===== src/rtl/tcb_gpio_pkg.sv =====
// Shared constants for the TCB GPIO controller: bus geometry, register
// indices (decoded from adr[5:2]) and the byte-enable expansion helper.
package tcb_gpio_pkg;

  localparam int unsigned ADR_W = 6;
  localparam int unsigned IDX_W = 4;
  localparam int unsigned REG_W = 32;
  localparam int unsigned BEN_W = REG_W / 8;

  localparam logic [IDX_W-1:0] GPIO_OUT     = 4'd0;
  localparam logic [IDX_W-1:0] GPIO_OE      = 4'd1;
  localparam logic [IDX_W-1:0] GPIO_IN      = 4'd2;
  localparam logic [IDX_W-1:0] GPIO_OUT_SET = 4'd3;
  localparam logic [IDX_W-1:0] GPIO_OUT_CLR = 4'd4;
  localparam logic [IDX_W-1:0] GPIO_RISE_EN = 4'd5;
  localparam logic [IDX_W-1:0] GPIO_FALL_EN = 4'd6;
  localparam logic [IDX_W-1:0] GPIO_STATUS  = 4'd7;

  // Expand per-byte enables into a per-bit write mask.
  function automatic logic [REG_W-1:0] ben_mask(input logic [BEN_W-1:0] ben);
    logic [REG_W-1:0] m;
    m = '0;
    for (int unsigned i = 0; i < BEN_W; i++) begin
      m[8*i +: 8] = {8{ben[i]}};
    end
    return m;
  endfunction

endpackage


===== src/rtl/tcb_gpio_cdc.sv =====
// Input synchroniser: STAGES-deep flip-flop chain per bit, reset to 0.
// STAGES = 0 turns it into a wire for inputs that are already synchronous.
// Ports: i_clk, i_rst_n (async active-low), i_d (raw pins), o_q (synchronised).
module tcb_gpio_cdc #(
  parameter int unsigned W      = 1,
  parameter int unsigned STAGES = 2
) (
  input  logic         i_clk,
  input  logic         i_rst_n,
  input  logic [W-1:0] i_d,
  output logic [W-1:0] o_q
);

  if (STAGES == 0) begin : g_bypass
    logic w_unused_clk;
    assign w_unused_clk = i_clk ^ i_rst_n;
    assign o_q          = i_d;
  end else begin : g_sync
    logic [STAGES-1:0][W-1:0] r_chain;

    always_ff @(posedge i_clk or negedge i_rst_n) begin
      if (!i_rst_n) begin
        r_chain <= '0;
      end else begin
        r_chain[0] <= i_d;
        for (int unsigned s = 1; s < STAGES; s++) begin
          r_chain[s] <= r_chain[s-1];
        end
      end
    end

    assign o_q = r_chain[STAGES-1];
  end

endmodule


===== src/rtl/tcb_gpio_irq.sv =====
// TCB-attached GPIO controller with input synchroniser, atomic set/clear of
// output bits, per-pin rising/falling edge detection, sticky W1C status and a
// registered level interrupt.
// Ports: i_clk/i_rst_n; TCB slave i_tcb_vld/wen/adr/ben/wdt -> o_tcb_rdt (1-cycle
// read latency), o_tcb_rdy (always 1), o_tcb_err (combinational); pins
// o_gpio_o/o_gpio_e/i_gpio_i; o_irq level interrupt.
module tcb_gpio_irq
  import tcb_gpio_pkg::*;
#(
  parameter int unsigned    GW      = 32,
  parameter int unsigned    DW      = 32,
  parameter int unsigned    CFG_CDC = 2,
  parameter logic [GW-1:0]  RST_O   = '0,
  parameter logic [GW-1:0]  RST_E   = '0
) (
  input  logic              i_clk,
  input  logic              i_rst_n,
  input  logic              i_tcb_vld,
  input  logic              i_tcb_wen,
  input  logic [ADR_W-1:0]  i_tcb_adr,
  input  logic [DW/8-1:0]   i_tcb_ben,
  input  logic [DW-1:0]     i_tcb_wdt,
  output logic [DW-1:0]     o_tcb_rdt,
  output logic              o_tcb_rdy,
  output logic              o_tcb_err,
  output logic [GW-1:0]     o_gpio_o,
  output logic [GW-1:0]     o_gpio_e,
  input  logic [GW-1:0]     i_gpio_i,
  output logic              o_irq
);

  if (GW > DW || GW == 0 || DW != 32) begin : g_param_err
    $error("tcb_gpio_irq: need DW == 32 and 1 <= GW <= DW");
  end

  logic             w_trn;
  logic             w_wr;
  logic             w_mapped;
  logic [IDX_W-1:0] w_idx;
  logic [DW-1:0]    w_bmask_full;
  logic [GW-1:0]    w_bmask;
  logic [GW-1:0]    w_wdt_m;
  logic [GW-1:0]    w_clr;
  logic [GW-1:0]    w_sync;
  logic [GW-1:0]    w_rise;
  logic [GW-1:0]    w_fall;
  logic [DW-1:0]    w_rdata;
  logic             w_unused;

  logic [GW-1:0]    r_out;
  logic [GW-1:0]    r_oe;
  logic [GW-1:0]    r_ren;
  logic [GW-1:0]    r_fen;
  logic [GW-1:0]    r_status;
  logic [GW-1:0]    r_prev;
  logic [DW-1:0]    r_rdt;
  logic             r_irq;

  // Bus decode; the slave never stalls so every valid is a transfer.
  assign w_trn        = i_tcb_vld;
  assign w_idx        = i_tcb_adr[5:2];
  assign w_mapped     = (w_idx <= GPIO_STATUS);
  assign w_wr         = w_trn & i_tcb_wen & w_mapped & (w_idx != GPIO_IN);
  assign w_bmask_full = ben_mask(i_tcb_ben);
  assign w_bmask      = w_bmask_full[GW-1:0];
  assign w_wdt_m      = i_tcb_wdt[GW-1:0] & w_bmask;
  assign w_unused     = ^{i_tcb_wdt, i_tcb_adr[1:0], w_bmask_full};

  assign o_tcb_rdy = 1'b1;
  assign o_tcb_err = w_trn & (~w_mapped | (i_tcb_wen & (w_idx == GPIO_IN)));

  tcb_gpio_cdc #(
    .W      (GW),
    .STAGES (CFG_CDC)
  ) u_cdc (
    .i_clk   (i_clk),
    .i_rst_n (i_rst_n),
    .i_d     (i_gpio_i),
    .o_q     (w_sync)
  );

  // Edge detect on the synchronised pins.
  assign w_rise = w_sync & ~r_prev;
  assign w_fall = ~w_sync & r_prev;
  assign w_clr  = (w_wr && (w_idx == GPIO_STATUS)) ? w_wdt_m : '0;

  // Read mux; write-only and unmapped indices read as zero.
  always_comb begin
    w_rdata = '0;
    case (w_idx)
      GPIO_OUT:     w_rdata = DW'(r_out);
      GPIO_OE:      w_rdata = DW'(r_oe);
      GPIO_IN:      w_rdata = DW'(w_sync);
      GPIO_RISE_EN: w_rdata = DW'(r_ren);
      GPIO_FALL_EN: w_rdata = DW'(r_fen);
      GPIO_STATUS:  w_rdata = DW'(r_status);
      default:      w_rdata = '0;
    endcase
  end

  // Control register file.
  always_ff @(posedge i_clk or negedge i_rst_n) begin
    if (!i_rst_n) begin
      r_out <= RST_O;
      r_oe  <= RST_E;
      r_ren <= '0;
      r_fen <= '0;
    end else if (w_wr) begin
      case (w_idx)
        GPIO_OUT:     r_out <= (r_out & ~w_bmask) | w_wdt_m;
        GPIO_OE:      r_oe  <= (r_oe  & ~w_bmask) | w_wdt_m;
        GPIO_OUT_SET: r_out <= r_out | w_wdt_m;
        GPIO_OUT_CLR: r_out <= r_out & ~w_wdt_m;
        GPIO_RISE_EN: r_ren <= (r_ren & ~w_bmask) | w_wdt_m;
        GPIO_FALL_EN: r_fen <= (r_fen & ~w_bmask) | w_wdt_m;
        default:      ;
      endcase
    end
  end

  // Sticky status: a new edge outranks a same-cycle write-1-clear.
  always_ff @(posedge i_clk or negedge i_rst_n) begin
    if (!i_rst_n) begin
      r_prev   <= '0;
      r_status <= '0;
      r_irq    <= 1'b0;
    end else begin
      r_prev   <= w_sync;
      r_status <= (r_status & ~w_clr) | (w_rise & r_ren) | (w_fall & r_fen);
      r_irq    <= |r_status;
    end
  end

  // Read data captures pre-update register values and holds between reads.
  always_ff @(posedge i_clk or negedge i_rst_n) begin
    if (!i_rst_n) begin
      r_rdt <= '0;
    end else if (w_trn && !i_tcb_wen) begin
      r_rdt <= w_rdata;
    end
  end

  assign o_tcb_rdt = r_rdt;
  assign o_gpio_o  = r_out;
  assign o_gpio_e  = r_oe;
  assign o_irq     = r_irq;

endmodule


===== config.mk =====
export PLATFORM = sky130hd
export DESIGN_NAME = tcb_gpio_irq
export DESIGN_NICKNAME = d
export VERILOG_FILES = /design/src/rtl/tcb_gpio_pkg.sv /design/src/rtl/tcb_gpio_cdc.sv /design/src/rtl/tcb_gpio_irq.sv
export SDC_FILE = /design/constraint.sdc
export NUM_CORES = 1
export LEC_CHECK = 0
export CAP_MARGIN = 10
export CORE_MARGIN = 2
export CORE_UTILIZATION = 40
export CTS_BUF_LIST = sky130_fd_sc_hd__clkbuf_2 sky130_fd_sc_hd__clkbuf_4 sky130_fd_sc_hd__clkbuf_8
export CTS_CLUSTER_DIAMETER = 150
export DETAILED_ROUTE_END_ITERATION = 6
export HOLD_SLACK_MARGIN = 0.12
export PLACE_DENSITY = 0.6
export SLEW_MARGIN = 30
export SYNTH_ARGS = -nofsm -noshare
export SYNTH_HDL_FRONTEND = slang
export SYNTH_SLANG_ARGS = --single-unit

===== constraint.sdc =====
create_clock -name i_clk -period 2.2 [get_ports i_clk]
set_clock_uncertainty 0.2 [all_clocks]
set_input_delay 0.33 -clock i_clk [delete_from_list [all_inputs] [get_ports i_clk]]
set_output_delay 0.33 -clock i_clk [all_outputs]
set_load 0.005 [all_outputs]

==> flow_metrics.py, run 1 <==
metrics = {
    "outcome": {
        "status": "complete, no violations",
    },
    "finish": {
        "syn2layout_area_growth_pct": 35.72,
        "finalNonFillerCells": 1578,
        "post-route-util": 0.5510,
        "layout.nets": 1242,
        "final_layout_size_suffix_gt1_frac": 0.2270,
        "antennaDiodeCount": 0,
        "fillers": 2471,
    },
    "synth": {
        "synth.distinct_cells": 43,
        "synth.most_common_cell": "dfrtp_1",
        "synth_edf_count": 0,
        "synth_nets": 953,
        "synth_top_area_frac": 0.6206,
        "synth.area.mux_share": 0.09277,
        "synth-compound-area-share": 0.1720,
        "synth_top_cell_by_area": "dfrtp_1",
        "yosysWarnings": 0,
        "synth_top_family_by_area": "compound AO/OA/AOI/OAI gates",
        "ys_ff_latch": 289,
        "synth.area.top_cells": "dfrtp_1, mux2_2, a22oi_1",
        "netlist_area_sq_mm": 0.01165,
        "yosys-top-cells-count": "dfrtp_1, a22oi_1, mux2_2",
        "synth_xor_xnor_area_share": 0.0007516,
        "synthFlopType": "dfrtp_1",
        "synthCells": 875,
        "synth_seq_area_share": 0.6206,
        "synth_simple_gate_area_frac": 0.08257,
        "synth.avg_cell_area_sq_um": 13.32,
        "async_flop_share": 1.000,
        "synth_adder_area_share": 0,
    },
    "power": {
        "pwr-share-clk": 0.371,
        "p_per_area_mw_per_mm2": 797.7,
        "ir_drop_mv": 0.4661,
        "combPwrFrac": 0.129,
        "p_int_mw": 9.482,
        "netSwitchingPower_mw": 3.133,
        "pwr-share-seq": 0.500,
        "leakage_nw": 6.767,
        "swShare": 0.2483,
    },
    "timing": {
        "rsz0062_at_grt": "no",
        "fmax_mhz": 479.0,
        "worst_pin_slew_ns": 0.6045,
        "hold_viol_final": 0,
        "timing.final.crit_share": 0.9490,
        "slew_viol_final": 0,
        "tns_ns": 0,
        "period_needed_ns": 2.088,
        "setup_violations": 0,
        "slew_headroom": 0.5933,
    },
    "worst_setup_path": {
        "crit_chain": "clkdlybuf4s50_1 -> nor4b_4 -> a21oi_2 -> nor2b_1 -> buf_2",
        "cp_max_fo": 3,
        "cp-end-kind": "output port",
        "crit_family": "buffers and inverters",
        "crit_buf_inv": 2,
        "cp_slowest_cell": "clkdlybuf4s50_1",
        "arrival_ns": 1.56,
        "crit_type": "input port to output port",
        "critPathMaxStageDelay_ns": 0.50,
        "critPathRequiredTime_ns": 1.67,
        "start_kind": "input port",
    },
    "detailed_routing": {
        "post_drt_wl_per_cell_um": 20.92,
        "drt_iter0_drc": 527,
        "firstDrtPassIters": 5,
        "postRouteAntennaNets": 0,
        "via_count": 8652,
        "viasPerCell": 5.483,
        "totalWireLength_um": 33020,
        "drc": 0,
    },
    "cts": {
        "path_clk_slew_ns": 0.06,
        "post_cts_buffers": 0,
        "cts_buffer_depth": 3,
        "clk_latency_ns": 0.55,
        "cts_sinks": 289,
        "cts_buffers": 49,
        "cts-root-buf": "clkbuf_8",
        "cts_tree": "yes",
        "htree_levels": 2,
    },
    "global_routing": {
        "grt_pass1_wl_um": 51670,
        "antenna_found_initial": 0,
        "track_usage": 0.2193,
        "grt_max_degree": 57,
        "grt_overflow": 0,
        "grt_pass1_vias": 8911,
    },
    "floorplanning": {
        "chipWidth_um": 174.7,
        "core-area_sq_mm": 0.02870,
        "start_util": 0.4060,
        "die_area_sq_mm": 0.03051,
        "die_h_um": 174.7,
        "io_pins": 177,
        "rows": 62,
    },
    "place": {
        "gp_congestion": 0.8025,
        "port_buffers": 173,
        "dp_hpwl_um": 21810,
        "placedCellCount": 1463,
    },
    "run": {
        "cap_viol_max_count": 0,
    },
    "hold_path": {
        "worst_hold_path_type": "register to register",
    },
}
-- cells by family after synthesis --
logic type | count (synthesis)
simple gates | 148
flops | 289
mux | 96
xor+xnor | 1
buf+inv | 78
compound gates | 262
other cells | 1
-- stage by stage --
step	hold slack [ns]	instance area [sq um]	total power [mW]	worst slack (ns)
final	0.1423	15820	12.62	0.1121
after global routing	0.1477	15820	13.20	0.02769
after CTS	0.1443	15820	12.76	0.01461
after detailed placement	0.06668	14530	7.997	-0.4340
after global placement	0.07596	14530	7.961	-0.4054
after floorplan	-0.1656	11650	6.872	0.3107
-- metal layers --
metal	wire length (um)	vias up	GRT usage
li1	-	3912	-
met1	15270	4433	0.3145
met2	15480	262	0.3506
met3	1768	45	0.03634
met4	497	0	0.05174
met5	0	-	0
-- what timing repair did --
item,CTS,global route
resized for setup,7,1
pin swaps,1,0
cloned,0,0
endpoints found under the hold margin,321,0
hold buffers,34,0
endpoints found under the setup margin,1,1
-- final cells by class --
type / count / area [sq um] / area share
sequential: 289 / 7232 / 0.4573
multi-input combinational: 508 / 4099 / 0.2592
timing repair buffer: 284 / 2934 / 0.1855
clock buffer: 75 / 919.6 / 0.05815
tap: 384 / 480.5 / 0.03038
inverter: 32 / 120.1 / 0.007595
clock inverter: 6 / 30.03 / 0.001899
-- power by group through the flow --
stage,Combinational (mW),Sequential (mW),Clock [mW]
detailed placement,1.60,6.40,0
floorplan,0.614,6.26,0
global route,1.78,6.37,5.05
CTS,1.65,6.31,4.80
finish,1.63,6.31,4.68
global placement,1.57,6.39,0
-- worst reg2reg max path, stage by stage (launching register included) --
cell     delay, ns
dfrtp_1       0.40
nor4_1        0.45
buf_4         0.20
nand4_1       0.08
or2_2         0.30
-- path summary, 6_finish.rpt --
check	from	cells after the start	slack, ns	to
setup / recovery	i_tcb_adr[3]	5	0.11	o_tcb_err
hold / removal	u_cdc.g_sync.r_chain[25]$_DFF_PN0_	0	0.14	u_cdc.o_q[25]$_DFF_PN0_
setup reg to reg	r_status[3]$_DFF_PN0_	4	0.44	o_irq$_DFF_PN0_
hold reg to reg	u_cdc.g_sync.r_chain[25]$_DFF_PN0_	0	0.14	u_cdc.o_q[25]$_DFF_PN0_
max in group asynchronous	i_rst_n	4	0.45	r_prev[19]$_DFF_PN0_
min in group asynchronous	i_rst_n	3	0.64	u_cdc.o_q[11]$_DFF_PN0_
-- cells in the final DEF, fill, tap and decap left out, types with 33 or more instances in the layout --
cell type	netlist	final
nand3_1	36	36
o211ai_1	36	36
nand2_1	34	34
nand3b_1	33	33
dlygate4sd3_1	0	34
a22oi_1	96	96
clkbuf_8	0	57
dfrtp_1	289	289
mux2_2	87	87
buf_4	5	54
clkdlybuf4s50_1	0	168
Power figures use the tool's default switching activity.
==> run 2, diff against run 1 <==
ABC_AREA = 0   (was unset)
==> results of run 2 <==
Same layout as run 1: the final DEF is identical, and so are final timing and power.
==> run 3, diff against run 2 <==
CORE_UTILIZATION = 50   (was 40)
PLACE_DENSITY = 0.73   (was 0.6)
==> flow_metrics.py, run 3 (synthesis gave the netlist of run 1 again) <==
metrics = {
    "outcome": {
        "status": "complete, no violations",
    },
    "power": {
        "pwr-share-clk": 0.374,
        "leakage_nw": 6.773,
        "p_int_mw": 9.599,
        "p_per_area_mw_per_mm2": 805.9,
        "power_mw": 12.71,
        "ir_drop_mv": 0.4941,
        "swShare": 0.2446,
        "combPwrFrac": 0.130,
        "pwr-share-seq": 0.496,
        "netSwitchingPower_mw": 3.108,
    },
    "worst_setup_path": {
        "critPathRequiredTime_ns": 1.67,
        "cp_slowest_cell": "nor4b_4",
        "r2r_slack_ns": 0.43,
        "crit_chain": "dlygate4sd2_1 -> nor4b_4 -> a21oi_1 -> nor2b_2 -> dlygate4sd2_1",
        "start_kind": "input port",
        "cp_max_fo": 6,
        "crit_type": "input port to output port",
        "reg2regPathDepth": 3,
        "critPathMaxStageDelay_ns": 0.33,
        "crit_family": "buffers and inverters",
        "crit_buf_inv": 2,
        "r2r_start": "r_status[22]$_DFF_PN0_",
        "cp-end-kind": "output port",
        "r2r_end": "o_irq$_DFF_PN0_",
        "arrival_ns": 1.54,
        "cpMostUsedCell": "dlygate4sd2_1",
    },
    "timing": {
        "rsz0062_at_grt": "no",
        "timing.final.crit_share": 0.9420,
        "setup_violations": 0,
        "slew_headroom": 0.5999,
        "period_needed_ns": 2.072,
        "worst_pin_slew_ns": 0.5947,
        "hold_slack_ns": 0.1453,
        "tns_ns": 0,
        "hold_viol_final": 0,
        "fmax_mhz": 482.5,
        "slew_viol_final": 0,
    },
    "finish": {
        "post-route-util": 0.6923,
        "layout_common_cells": "dfrtp_1, clkdlybuf4s50_1, a22oi_1",
        "layout_commonest_cell": "dfrtp_1",
        "final_layout_size_suffix_gt1_frac": 0.2227,
        "syn2layout_area_growth_pct": 35.33,
        "layout.nets": 1236,
        "fillers": 1610,
        "fin_area_sq_mm": 0.01577,
    },
    "detailed_routing": {
        "drc": 0,
        "post_drt_wl_per_cell_um": 21.59,
        "totalWireLength_um": 32510,
        "drt_iter0_drc": 623,
        "firstDrtPassIters": 5,
        "postRouteAntennaNets": 0,
        "via_count": 8899,
        "viasPerCell": 5.909,
    },
    "floorplanning": {
        "chipWidth_um": 156.7,
        "core-area_sq_mm": 0.02278,
        "rows": 55,
        "die_area_sq_mm": 0.02454,
        "die_h_um": 156.7,
        "io_pins": 177,
        "start_util": 0.5116,
    },
    "global_routing": {
        "grt_overflow": 0,
        "grt_pass1_vias": 9321,
        "grt_max_degree": 62,
        "grt_pass1_wl_um": 50970,
        "antenna_found_initial": 2,
        "track_usage": 0.2712,
    },
    "cts": {
        "clk_latency_ns": 0.54,
        "path_clk_slew_ns": 0.06,
        "cts_tree": "yes",
        "cts_buffer_depth": 3,
        "cts_sinks": 289,
        "cts-root-buf": "clkbuf_8",
        "cts_buffers": 47,
        "htree_levels": 2,
    },
    "run": {
        "cap_viol_max_count": 0,
    },
    "place": {
        "dp_hpwl_um": 21310,
        "port_buffers": 173,
        "placed_area_sq_mm": 0.01444,
        "gp_congestion": 0.8357,
    },
    "hold_path": {
        "hold_path_end": "u_cdc.o_q[8]$_DFF_PN0_",
        "worst_hold_path_type": "register to register",
        "hold_path_depth": 0,
        "hp-start": "u_cdc.g_sync.r_chain[8]$_DFF_PN0_",
    },
}
==> run 3: worst max path at each step <==
stage,from,endpoint,cells after the start
after global placement,i_tcb_adr[5],o_tcb_err,5
final,i_tcb_adr[5],o_tcb_err,5
after global routing,i_tcb_adr[5],o_tcb_err,5
after CTS,i_tcb_adr[5],o_tcb_err,5
after floorplan,i_tcb_adr[5],register,4
after detailed placement,i_tcb_adr[5],o_tcb_err,5
==> run 3: stage by stage <==
step,cells,setup WS [ns]
finish,1506,0.1275
floorplan,875,0.3107
global route,1504,0.06278
global placement,1387,-0.4434
CTS,1503,0.1274
detailed placement,1387,-0.4711
==> run 3: area by class of cell <==
| class | instances | area (sq um) | area share |
|---|---|---|---|
| clock buffers | 79 | 968.4 | 0.06141 |
| clock inverters | 2 | 10.01 | 0.0006348 |
| multi-input cells | 508 | 4095 | 0.2597 |
| repair buffers | 280 | 2944 | 0.1867 |
| flip-flops and latches | 289 | 7232 | 0.4586 |
| well taps | 313 | 391.6 | 0.02484 |
| inverters | 32 | 120.1 | 0.007617 |
| diodes | 3 | 7.507 | 0.0004761 |
==> run 3: power groups by stage <==
stage	logic, mW	registers (mW)	clock network (mW)
after floorplan	0.614	6.26	0
after CTS	1.66	6.30	4.85
after global placement	1.56	6.37	0
after global routing	1.79	6.36	5.10
after detailed placement	1.61	6.38	0
final	1.65	6.30	4.76
==> run 3: layer usage <==
layer  routed length (um)  share of wire  GRT usage  up-vias
li1                     -              -          -     3905
met1                13800           0.42     0.3643     4557
met2                15510           0.48     0.4349      363
met3                 2303          0.071    0.05400       74
met4                  894          0.027     0.1114        0
met5                    0              0          0        -
==> run 3: repair_timing <==
item	CTS	global route
hold buffers	34	0
buffers inserted	1	0
hold endpoints to repair	321	0
resized for setup	6	0
endpoints found under the setup margin	1	0
